`src/rtl/result_fmt.sv`:
```
// result_fmt: turns one ASCII-offset result byte into a decimal ASCII string
// (optional '-', digits without leading zeros, terminator) and streams it one
// character at a time over a strobe/ack interface.
module result_fmt #(
    parameter bit         SIGNED = 1'b1,
    parameter logic [7:0] TERM   = 8'h0A
) (
    input  logic       CLK,
    input  logic       RST,
    input  logic       IN_STB,
    input  logic [7:0] IN_CHAR,
    output logic       IN_ACK,
    output logic       OUT_STB,
    output logic [7:0] OUT_CHAR,
    input  logic       OUT_ACK,
    output logic       BUSY
);

    typedef enum logic [1:0] {IDLE, CONV, EMIT} state_t;

    state_t     state_q, state_d;
    logic       armed_q, armed_d;
    logic       in_ack_q, in_ack_d;
    logic       out_stb_q, out_stb_d;
    logic [7:0] out_char_q, out_char_d;
    logic       busy_q, busy_d;
    logic       neg_q, neg_d;
    logic [7:0] mag_q, mag_d;
    logic [1:0] h_q, h_d;
    logic [3:0] t_q, t_d;
    logic [7:0] seq_q [5];
    logic [7:0] seq_d [5];
    logic [2:0] idx_q, idx_d;
    logic [2:0] last_q, last_d;

    // Captured value with the ASCII offset removed (8-bit wrap).
    logic [7:0] cap_v;
    assign cap_v = IN_CHAR - 8'h30;

    // Candidate string assembled from the finished counters; only loaded
    // into the emit buffer on the last conversion step, when mag_q < 10.
    logic [7:0] seq_b [5];
    logic [2:0] pos_b;
    logic [2:0] idx_nx;

    assign idx_nx = idx_q + 3'd1;

    // Assemble '-', hundreds, tens, units, terminator without leading zeros.
    always_comb begin
        for (int i = 0; i < 5; i++) begin
            seq_b[i] = TERM;
        end
        pos_b = 3'd0;
        if (neg_q) begin
            seq_b[pos_b] = 8'h2D;
            pos_b = pos_b + 3'd1;
        end
        if (h_q != 2'd0) begin
            seq_b[pos_b] = 8'h30 + {6'd0, h_q};
            pos_b = pos_b + 3'd1;
        end
        if ((h_q != 2'd0) || (t_q != 4'd0)) begin
            seq_b[pos_b] = 8'h30 + {4'd0, t_q};
            pos_b = pos_b + 3'd1;
        end
        seq_b[pos_b] = 8'h30 + {4'd0, mag_q[3:0]};
        pos_b = pos_b + 3'd1;
    end

    // State register and all datapath flops.
    always_ff @(posedge CLK) begin
        if (!RST) begin
            state_q    <= IDLE;
            armed_q    <= 1'b0;
            in_ack_q   <= 1'b0;
            out_stb_q  <= 1'b0;
            out_char_q <= 8'h00;
            busy_q     <= 1'b0;
            neg_q      <= 1'b0;
            mag_q      <= 8'h00;
            h_q        <= 2'd0;
            t_q        <= 4'd0;
            idx_q      <= 3'd0;
            last_q     <= 3'd0;
            for (int i = 0; i < 5; i++) begin
                seq_q[i] <= 8'h00;
            end
        end else begin
            state_q    <= state_d;
            armed_q    <= armed_d;
            in_ack_q   <= in_ack_d;
            out_stb_q  <= out_stb_d;
            out_char_q <= out_char_d;
            busy_q     <= busy_d;
            neg_q      <= neg_d;
            mag_q      <= mag_d;
            h_q        <= h_d;
            t_q        <= t_d;
            idx_q      <= idx_d;
            last_q     <= last_d;
            for (int i = 0; i < 5; i++) begin
                seq_q[i] <= seq_d[i];
            end
        end
    end

    // Next-state logic: capture, repeated-subtraction conversion, emission.
    always_comb begin
        state_d    = state_q;
        armed_d    = armed_q;
        in_ack_d   = 1'b0;
        out_stb_d  = out_stb_q;
        out_char_d = out_char_q;
        busy_d     = busy_q;
        neg_d      = neg_q;
        mag_d      = mag_q;
        h_d        = h_q;
        t_d        = t_q;
        idx_d      = idx_q;
        last_d     = last_q;
        for (int i = 0; i < 5; i++) begin
            seq_d[i] = seq_q[i];
        end
        case (state_q)
            IDLE: begin
                // A strobe only counts once it has been seen low, so a level
                // held across reset or a finished string is not re-taken.
                if (!IN_STB) begin
                    armed_d = 1'b1;
                end
                if (IN_STB && armed_q) begin
                    armed_d  = 1'b0;
                    in_ack_d = 1'b1;
                    busy_d   = 1'b1;
                    neg_d    = SIGNED && cap_v[7];
                    mag_d    = (SIGNED && cap_v[7]) ? (~cap_v + 8'd1) : cap_v;
                    h_d      = 2'd0;
                    t_d      = 4'd0;
                    state_d  = CONV;
                end
            end
            CONV: begin
                if (mag_q >= 8'd100) begin
                    mag_d = mag_q - 8'd100;
                    h_d   = h_q + 2'd1;
                end else if (mag_q >= 8'd10) begin
                    mag_d = mag_q - 8'd10;
                    t_d   = t_q + 4'd1;
                end else begin
                    for (int i = 0; i < 5; i++) begin
                        seq_d[i] = seq_b[i];
                    end
                    last_d     = pos_b;
                    idx_d      = 3'd0;
                    out_char_d = seq_b[0];
                    out_stb_d  = 1'b1;
                    state_d    = EMIT;
                end
            end
            EMIT: begin
                if (out_stb_q && OUT_ACK) begin
                    if (idx_q == last_q) begin
                        out_stb_d = 1'b0;
                        busy_d    = 1'b0;
                        state_d   = IDLE;
                    end else begin
                        idx_d      = idx_nx;
                        out_char_d = seq_q[idx_nx];
                    end
                end
            end
            default: begin
                state_d = IDLE;
            end
        endcase
    end

    // Outputs come straight from registers.
    always_comb begin
        IN_ACK   = in_ack_q;
        OUT_STB  = out_stb_q;
        OUT_CHAR = out_char_q;
        BUSY     = busy_q;
    end

endmodule
```
`config.mk`:
```
export PLATFORM = sky130hd
export DESIGN_NAME = result_fmt
export DESIGN_NICKNAME = d
export VERILOG_FILES = /design/src/rtl/result_fmt.sv
export SDC_FILE = /design/constraint.sdc
export NUM_CORES = 1
export LEC_CHECK = 0
export BUFFER_PORTS_ARGS = -buffer_cell sky130_fd_sc_hd__buf_2
export CAP_MARGIN = 0
export CORE_ASPECT_RATIO = 0.5
export CORE_MARGIN = 2
export CORE_UTILIZATION = 40
export DETAILED_ROUTE_END_ITERATION = 10
export SLEW_MARGIN = 0
export SYNTH_ARGS = -nofsm -noshare
export SYNTH_HDL_FRONTEND = slang
export SYNTH_SLANG_ARGS = --single-unit
```
`constraint.sdc`:
```
create_clock -name CLK -period 3.7 [get_ports CLK]
set_clock_uncertainty 0.05 [all_clocks]
set_input_delay 0.37 -clock CLK [delete_from_list [all_inputs] [get_ports CLK]]
set_output_delay 0.37 -clock CLK [all_outputs]
set_load 0.05 [all_outputs]
```
==> results.md <==
- Count of cell types in the netlist: 62
- Hold wc startpoint: IN_STB
- Ys async rst share: 0%
- CP Max Fanout: 12
- Hold-fix buffers, CTS: 0
- Layout Nets: 449
- Slowest-stage cell, CP: fa_1
- RSZ-0062 raised after global routing: false
- CP required: 3.88 ns
- Synthesis-stage register bit count: 59
- DIE WIDTH: 138 um
- Max VDD drop: 0.251 mV
- Worst r2r src: t_q[0]
- Routability cong.: 0.936
- Io pins: 23
- Final hold vios: 0
- Top achievable clock speed: 0.369 GHz
- Synth warnings: 0
- 1st-iter DRT viols: 246
- Via density: 5.57
- Critical Path Max Stage Delay: 0.54 ns
- Die area: 9780 sq um
- Setup TNS: 0 ns
- Status: finished clean
- Min-delay worst type: in2reg
- Relative slew slack: 53.5%
- Minimum clock period: 2.71 ns
- Cells on worst reg2reg path: 9
- Max Slew Vio Count: 0
- Hpwl dp: 6380 um
- Number of CTS-inserted buffers: 9
- Worst slew pin tran: 0.692 ns
- Final Cycle Share: 73.3%
- Total gr overflow: 0
- Min-Delay Endpoint: armed_q
- Post-synthesis cell area: 3590 sq um
- Crit path cell chain: inv_1, ha_1, nand4bb_1, buf_4, fa_1, nor2_1, a311oi_1, o21a_1, o32ai_1
- Initial Utilization: 41.2%
- Clock tree buffer depth: 2
- Buf/Inv on CP: 2
- Largest net degree at the start of global routing: 27
- Fillers: 860
- Crit path from: t_q[0]
- CTS HTree Levels: 3
- Router iterations before antenna repair: 5
- Synth Instances: 400
- Post-synthesis sequential area ratio: 40.2%
- First-pass GRT wire length: 14700 um
- Flop-to-flop setup slack: 0.99 ns
- Final setup viols: 0
- Area delta synth->final: 13.9%
- Clock root buffer master: clkbuf_16
- Leakage power: 0.00156 uW
- Max-cap violation count: 0
- Via count: 3000
- Critical Path AT: 2.89 ns
- CP Capture Type: register
- Initial antenna violation count: 0
- EDFF count, synth: 26
- Area of the core: 8710 sq um
- CTS tree: yes
- Final ANT Viol Nets: 0
- Main synth FF type: dfxtp_1
- Setup Buffers After CTS: 0
- R2r endpoint: OUT_CHAR[1]
- Row cnt: 24
- Critical Path Source Type: register
- Layout cells sized above 1: 12.6%
- WS Path Type: reg2reg
- Vias in the first global route: 2765
- Min-Delay Path Depth: 2
- N_diodes: 0
- Die H: 71.0 um
- Clock transition at the registers of the reported paths: 0.05 ns
- Post-CTS sizing: 0
- Clk sinks: 59
- Number of remaining DRC errors: 0
- DRT Wirelength: 8920 um
- Total track usage: 20.0%
- PortBufs: 20
- Top Family by Delay on Critical Path: adder cells
- Pwr/cell area: 498 nW/um^2
- Syn Area/Cell: 8.96 sq um
- Final Power: 2040 uW
- WL per Instance: 16.6 um
- Clock Latency Late Sink: 0.32 ns
kinds of logic (layout without fill, tap and decap cells):
logic type	count (synthesis)	after routing	share of synthesized area, %
other	1	2	0.105
adder cells (fa/ha/maj)	20	20	7.19
buffers and inverters	41	62	5.16
AO/OA/AOI/OAI	104	104	19.2
multiplexers	12	12	4.85
XOR/XNOR	13	13	3.18
AND/OR/NAND/NOR	150	150	20.1
flip-flops	59	59	40.2
how the worst max path moves through the flow:
| stage | to | slack [ns] | cells after the start |
|---|---|---|---|
| 4_1_cts | OUT_CHAR[1] | 1.0 | 9 |
| 5_1_grt | OUT_CHAR[2] | 0.81 | 9 |
| 3_5_place_dp | OUT_CHAR[1] | 1.01 | 9 |
| 2_1_floorplan | OUT_CHAR[1] | 1.08 | 10 |
| 6_report | OUT_CHAR[1] | 0.99 | 9 |
| 3_3_place_gp | OUT_CHAR[1] | 1.15 | 9 |
routing by layer:
| metal | vias up | routed length [um] | GRT usage, % |
|---|---|---|---|
| met4 | 0 | 89 | 5.44 |
| met3 | 8 | 396 | 3.87 |
| met1 | 1434 | 4550 | 29.5 |
| li1 | 1486 | - | - |
| met5 | - | 0 | 0 |
| met2 | 72 | 3880 | 30.1 |
cell type report:
cell class	instances	area, sq um	share of cell area (%)
clock buffer	10	229	5.60
clock inverter	6	81.3	1.99
inverter	19	71.3	1.75
multi-input combinational	301	1960	48.1
sequential	59	1440	35.3
tap	117	146	3.58
timing repair buffer	27	153	3.74
cells in the mapped netlist (all sizes together) (5+ instances only):
master	number	area share [%]
nor3	11	1.5
a211oi	7	1.5
nand3	11	1.5
and3	9	1.7
inv	19	2.0
ha	19	6.6
dfxtp	33	18
mux2i	5	1.4
xnor2	10	2.4
o21ai	18	2.5
o21a	6	1.3
nand2	42	4.4
buf	10	1.9
a31oi	7	1.2
a21oi	31	4.3
o22ai	5	0.87
nor2	45	4.7
clkbuf	12	1.3
edfxtp	26	22
state kept, by name, summed over array words and instances (netlist names):
| register | count |
|---|---|
| BUSY | 1 |
| t_q | 4 |
| OUT_CHAR | 6 |
| last_q | 3 |
| h_q | 2 |
| IN_ACK | 1 |
| idx_q | 3 |
| mag_q | 8 |
| neg_q | 1 |
| state_q | 2 |
| OUT_STB | 1 |
| seq_q | 26 |
| armed_q | 1 |
layout by cell type, fill, tap and decap left out, types with 6 or more instances in the layout:
master	synthesis	routed
a211oi_1	7	7
a21oi_1	31	31
a31oi_1	7	7
and3_1	8	8
buf_2	4	20
buf_4	3	7
clkbuf_16	0	9
dfxtp_1	33	33
edfxtp_1	26	26
ha_1	19	19
inv_1	19	19
nand2_1	42	42
nand3_1	11	11
nor2_1	45	45
nor3_1	11	11
o21a_1	6	6
o21ai_0	14	14
xnor2_1	10	10
through the flow:
stage | std cells | hold WS, ns | utilization [%] | setup slack, ns | cell area [sq um]
detailed placement | 523 | 0.411 | 43.3 | 1.01 | 3770
CTS | 539 | 0.201 | 46.9 | 0.998 | 4090
floorplan | 401 | 0.399 | - | 1.08 | 3590
finish | 539 | 0.209 | 46.9 | 0.988 | 4090
global route | 539 | 0.211 | 46.9 | 0.808 | 4090
global placement | 523 | 0.407 | 43.3 | 1.15 | 3770
where the power goes:
part	internal (uW)	switching, uW
registers	733	48.2
clock network	584	291
logic	141	240
total	1460	579
Note: power is estimated with default switching activity, not from simulation.
